## config.mk

```make
export PLATFORM = sky130hd
export DESIGN_NAME = mult_share_arbiter
export DESIGN_NICKNAME = d
export VERILOG_FILES = /design/src/rtl/mult_arb_pkg.sv /design/src/rtl/mult_share_arbiter_mult.sv /design/src/rtl/mult_share_arbiter.sv
export SDC_FILE = /design/constraint.sdc
export NUM_CORES = 1
export LEC_CHECK = 0
export BUFFER_PORTS_ARGS = -buffer_cell sky130_fd_sc_hd__buf_4
export CORE_MARGIN = 2
export CORE_UTILIZATION = 43
export CTS_BUF_LIST = sky130_fd_sc_hd__clkbuf_2 sky130_fd_sc_hd__clkbuf_4 sky130_fd_sc_hd__clkbuf_8
export CTS_CLUSTER_DIAMETER = 120
export DETAILED_ROUTE_END_ITERATION = 8
export PLACE_DENSITY = 0.66
export SYNTH_ARGS = -nofsm -noshare
export SYNTH_HDL_FRONTEND = slang
export SYNTH_SLANG_ARGS = --single-unit
export TNS_END_PERCENT = 30
```

## constraint.sdc

```tcl
create_clock -name clk -period 9.1 [get_ports clk]
set_input_delay 1.82 -clock clk [delete_from_list [all_inputs] [get_ports clk]]
set_output_delay 1.82 -clock clk [all_outputs]
set_load 0.01 [all_outputs]
```

## src/rtl/mult_arb_pkg.sv

```systemverilog
// Shared types and defaults for the multiplier sharing arbiter.
// Imported by the arbiter top and its multiplier slice.
package mult_arb_pkg;

  localparam int DEF_WIDTH_A = 4;
  localparam int DEF_WIDTH_B = 6;
  localparam int DEF_NUM_REQ = 4;

  typedef enum logic [1:0] {
    IDLE,
    CALC,
    RESP
  } arb_state_t;

endpackage

```

## src/rtl/mult_share_arbiter_mult.sv

```systemverilog
// Combinational unsigned multiplier shared by all requesters.
// Full-width product, no truncation.
module Multiplier
  import mult_arb_pkg::*;
#(
  parameter int WIDTH_A = DEF_WIDTH_A,
  parameter int WIDTH_B = DEF_WIDTH_B
) (
  input  logic [WIDTH_A-1:0]         in1,
  input  logic [WIDTH_B-1:0]         in2,
  output logic [WIDTH_A+WIDTH_B-1:0] out
);

  localparam int PW = WIDTH_A + WIDTH_B;

  logic [PW-1:0] ext1;
  logic [PW-1:0] ext2;

  assign ext1 = {{WIDTH_B{1'b0}}, in1};
  assign ext2 = {{WIDTH_A{1'b0}}, in2};
  assign out  = ext1 * ext2;

endmodule

```

## src/rtl/mult_share_arbiter.sv

```systemverilog
// Round-robin front end that time-shares one Multiplier
// between NUM_REQ valid/ready requesters.
module mult_share_arbiter
  import mult_arb_pkg::*;
#(
  parameter int WIDTH_A = DEF_WIDTH_A,
  parameter int WIDTH_B = DEF_WIDTH_B,
  parameter int NUM_REQ = DEF_NUM_REQ,
  localparam int ID_W   = $clog2(NUM_REQ),
  localparam int PW     = WIDTH_A + WIDTH_B
) (
  input  logic                       clk,
  input  logic                       rst_n,
  input  logic [NUM_REQ-1:0]         req_valid,
  output logic [NUM_REQ-1:0]         req_ready,
  input  logic [NUM_REQ*WIDTH_A-1:0] req_a,
  input  logic [NUM_REQ*WIDTH_B-1:0] req_b,
  output logic                       rsp_valid,
  input  logic                       rsp_ready,
  output logic [ID_W-1:0]            rsp_id,
  output logic [PW-1:0]              rsp_prod
);

  arb_state_t state;
  arb_state_t state_nxt;

  logic [ID_W-1:0]    rr_ptr;
  logic [ID_W-1:0]    rr_nxt;
  logic [ID_W-1:0]    gnt_id;
  logic               any_req;
  logic               take;

  logic [WIDTH_A-1:0] op_a;
  logic [WIDTH_B-1:0] op_b;
  logic [ID_W-1:0]    op_id;
  logic [PW-1:0]      mul_out;

  // Scan starting at rr_ptr so the last winner ranks lowest next time.
  always_comb begin
    any_req = 1'b0;
    gnt_id  = '0;
    for (int k = 0; k < NUM_REQ; k++) begin
      if (!any_req &&
          req_valid[(int'(rr_ptr) + k) % NUM_REQ]) begin
        any_req = 1'b1;
        gnt_id  = ID_W'((int'(rr_ptr) + k) % NUM_REQ);
      end
    end
  end

  assign rr_nxt = (int'(gnt_id) == NUM_REQ - 1)
                ? '0
                : gnt_id + ID_W'(1);

  assign take = (state == IDLE) && any_req;

  always_ff @(posedge clk or negedge rst_n) begin
    if (!rst_n) begin
      state <= IDLE;
    end else begin
      state <= state_nxt;
    end
  end

  always_comb begin
    state_nxt = state;
    unique case (state)
      IDLE: if (any_req) state_nxt = CALC;
      CALC: state_nxt = RESP;
      RESP: if (rsp_ready) state_nxt = IDLE;
      default: state_nxt = IDLE;
    endcase
  end

  always_comb begin
    req_ready = '0;
    rsp_valid = 1'b0;
    unique case (1'b1)
      (state == IDLE): if (any_req) req_ready[gnt_id] = 1'b1;
      (state == RESP): rsp_valid = 1'b1;
      default: ;
    endcase
  end

  always_ff @(posedge clk or negedge rst_n) begin
    if (!rst_n) begin
      rr_ptr <= '0;
      op_a   <= '0;
      op_b   <= '0;
      op_id  <= '0;
    end else if (take) begin
      rr_ptr <= rr_nxt;
      op_a   <= req_a[int'(gnt_id)*WIDTH_A +: WIDTH_A];
      op_b   <= req_b[int'(gnt_id)*WIDTH_B +: WIDTH_B];
      op_id  <= gnt_id;
    end
  end

  Multiplier #(
    .WIDTH_A(WIDTH_A),
    .WIDTH_B(WIDTH_B)
  ) u_mult (
    .in1(op_a),
    .in2(op_b),
    .out(mul_out)
  );

  // Product only loads in CALC, so it stays put while RESP stalls.
  always_ff @(posedge clk or negedge rst_n) begin
    if (!rst_n) begin
      rsp_prod <= '0;
      rsp_id   <= '0;
    end else if (state == CALC) begin
      rsp_prod <= mul_out;
      rsp_id   <= op_id;
    end
  end

endmodule

```

==> reports/metrics.cfg <==
[sta]
fin_crit_sh_pct = 61.36
period_needed_ns = 5.584
timing.hold.ws_ns = 0.4869
setup_ws_ns = 3.516
fmaxAchievable_mhz = 179.1
setup_viol = 0
final_max_slew_viol_count = 0
skew_ns = 0.009331
setup_tns_ns = 0
slew_headroom_pct = 39.93
worst_pin_slew_ns = 0.8937
hold_violations = 0
rsz0062_at_grt = no

[routing]
drt_iter0_drc = 46
wl_met3_um = 253
routed_wl_um = 4680
ant_nets = 0
wire_per_inst_um = 12.82
vias = 1853
route.met2.wl_um = 2175
viasPerCell = 5.077
top_layer_used = met4
drc = 0
dr.pass1.iters = 4
wl_met1_um = 2196

[pwr]
p_leak_nw = 1.405
switchingPower_uw = 354.9
p_int_uw = 491.3
cellPowerDensity_mw_per_mm2 = 298.7
ir_drop_mv = 0.1200
combPwrFrac_pct = 60.6
p_clk_share_pct = 11.7
switching_share_pct = 41.94
seq_power_share_pct = 27.7
p_total_uw = 846.1

[floorplanning]
start_util_pct = 44.35
ios = 64
die_h_um = 76.35
dieWidth_um = 76.35
core_mm2 = 0.005075
dieArea_mm2 = 0.005829
num_rows = 26

[grt]
grt-ovfl-total = 0
grt_pass1_vias = 1819
grt_usage_pct = 16.56
grt_max_degree = 29
grt_first_pass_wirelength_um = 8031
antenna_found_initial = 0

[yosys]
synth-seq-area-share_pct = 31.13
synth.top_cell.area_share_pct = 31.13
yosys-top-cells-area = dfrtp_1, ha_1, fa_1
netlist_instances = 238
synth_enable_flop_cells = 0
yosysWarnings = 0
synth_fp_nets = 311
ys_types = 46
syn_area_per_cell_um2 = 9.458
synth_ff_type = dfrtp_1
synthArstFlopShare_pct = 100.0
synth_top_area_cell = dfrtp_1
syn-cell-area_mm2 = 0.002251
synth-seq-cells = 28

[hold_path]
hp-class = register to register
hold_depth = 2

[worst_setup_path]
critPathCaptureType = output port
worstSetupStartpointType = primary input
crit_path_start = req_valid[0]
r2r_end = rsp_prod[8]
required_ns = 7.28
r2r_slack_ns = 5.91
critPathKind = primary input to output port
timing.rr.start = op_a[3]
crit_fanout = 13
cp_data_arrival_time_ns = 3.76
reg2regPathDepth = 11
crit_path_end = req_ready[3]

[clock_network]
post_cts_buffers = 0
insertion_delay_ns = 0.28
clock-root-buffer = clkbuf_8
clockBufferDepth = 2
h-tree-depth = 1
clock_sinks = 28
cts.hold.buffers_added = 0
clk_pin_slew_ns = 0.09
cts_resized = 0
cts_buffers = 3
cts_tree = built

[finish]
final_common_cell = buf_4
fin_nets = 369
drive_gt1_share_pct = 30.17
syn_to_final_growth_pct = 25.85
fin_area_mm2 = 0.002833
antennaDiodeCount = 0
final_cell_mix = buf_4, dfrtp_1, nand2_1, and2_1

[placed_design]
gp_congestion = 0.7934
dp_slack_ns = 3.500
dp_hpwl_um = 3812
place_area_mm2 = 0.002761
port_buffers = 63

[status]
status = finished clean

[flow_run]
cap_violations = 0

-- how the worst min path moves through the flow --
stage | slack (ns) | start | endpoint
global route | 0.52 | rsp_prod[5] | rsp_prod[5]
detailed placement | 0.47 | rsp_prod[4] | rsp_prod[4]
CTS | 0.49 | rsp_prod[4] | rsp_prod[4]
global placement | 0.46 | rsp_prod[6] | rsp_prod[6]
finish | 0.49 | rsp_prod[4] | rsp_prod[4]
floorplan | 0.45 | op_id[1] | op_id[1]
-- per-layer routing --
layer	vias to the layer above	GRT usage, %
met2	58	28.58
met5	-	0
li1	957	-
met1	834	21.67
met3	4	2.607
met4	0	4.364
-- Yosys cell counts, drive strengths merged, types with 3 or more instances --
cell / number
clkbuf: 5
or3: 3
nor3: 3
nand3: 12
buf: 5
nor2: 6
a221o: 10
dfrtp: 28
o21ai: 18
nand2: 25
mux2: 14
fa: 8
inv: 18
ha: 18
a21oi: 13
nand2b: 5
and2: 19
o31ai: 5
-- flip-flops by register name (all words and copies together) (netlist names) --
register,cells
rr_ptr,2
rsp_prod,10
rsp_id,2
op_b,6
op_a,4
op_id,2
state,2
-- critical path, stage by stage --
cell	delay, ns
buf_4	0.13
and2b_1	0.18
nor4_2	0.78
nor2_4	0.11
inv_2	0.29
ha_1	0.22
and2_1	0.12
buf_4	0.11
-- power groups by stage --
stage | logic (mW) | clock network [mW] | registers (mW)
floorplan | 0.391 | 0 | 0.229
CTS | 0.520 | 0.100 | 0.235
global route | 0.587 | 0.104 | 0.243
detailed placement | 0.515 | 0 | 0.237
global placement | 0.502 | 0 | 0.238
finish | 0.513 | 0.0986 | 0.234
-- cells by family after synthesis --
kind of cell | synth area share [%]
AOI/OAI and AO/OA | 15.90
xor gates and xnor gates | 0.3892
adders and majority gates | 17.12
buffers and inverters | 5.224
DFF | 31.13
muxes | 8.171
and+or+nand+nor | 22.07
-- through the flow --
step,utilization [%],cells
final,55.82,365
after global placement,54.41,361
after CTS,55.82,365
after floorplan,-,238
after detailed placement,54.41,361
after global routing,55.82,365
-- layout make-up --
| cell class | count | area, um2 |
|---|---|---|
| fillers | 488 | 2242 |
| multi-input cells | 182 | 1433 |
| flip-flops and latches | 28 | 700.7 |
| repair buffers | 63 | 473.0 |
| well taps | 70 | 87.58 |
| inverters | 18 | 67.56 |
| clock buffers | 3 | 41.29 |
| clock inverters | 1 | 30.03 |
No activity file was read; power rests on OpenSTA's default activity.
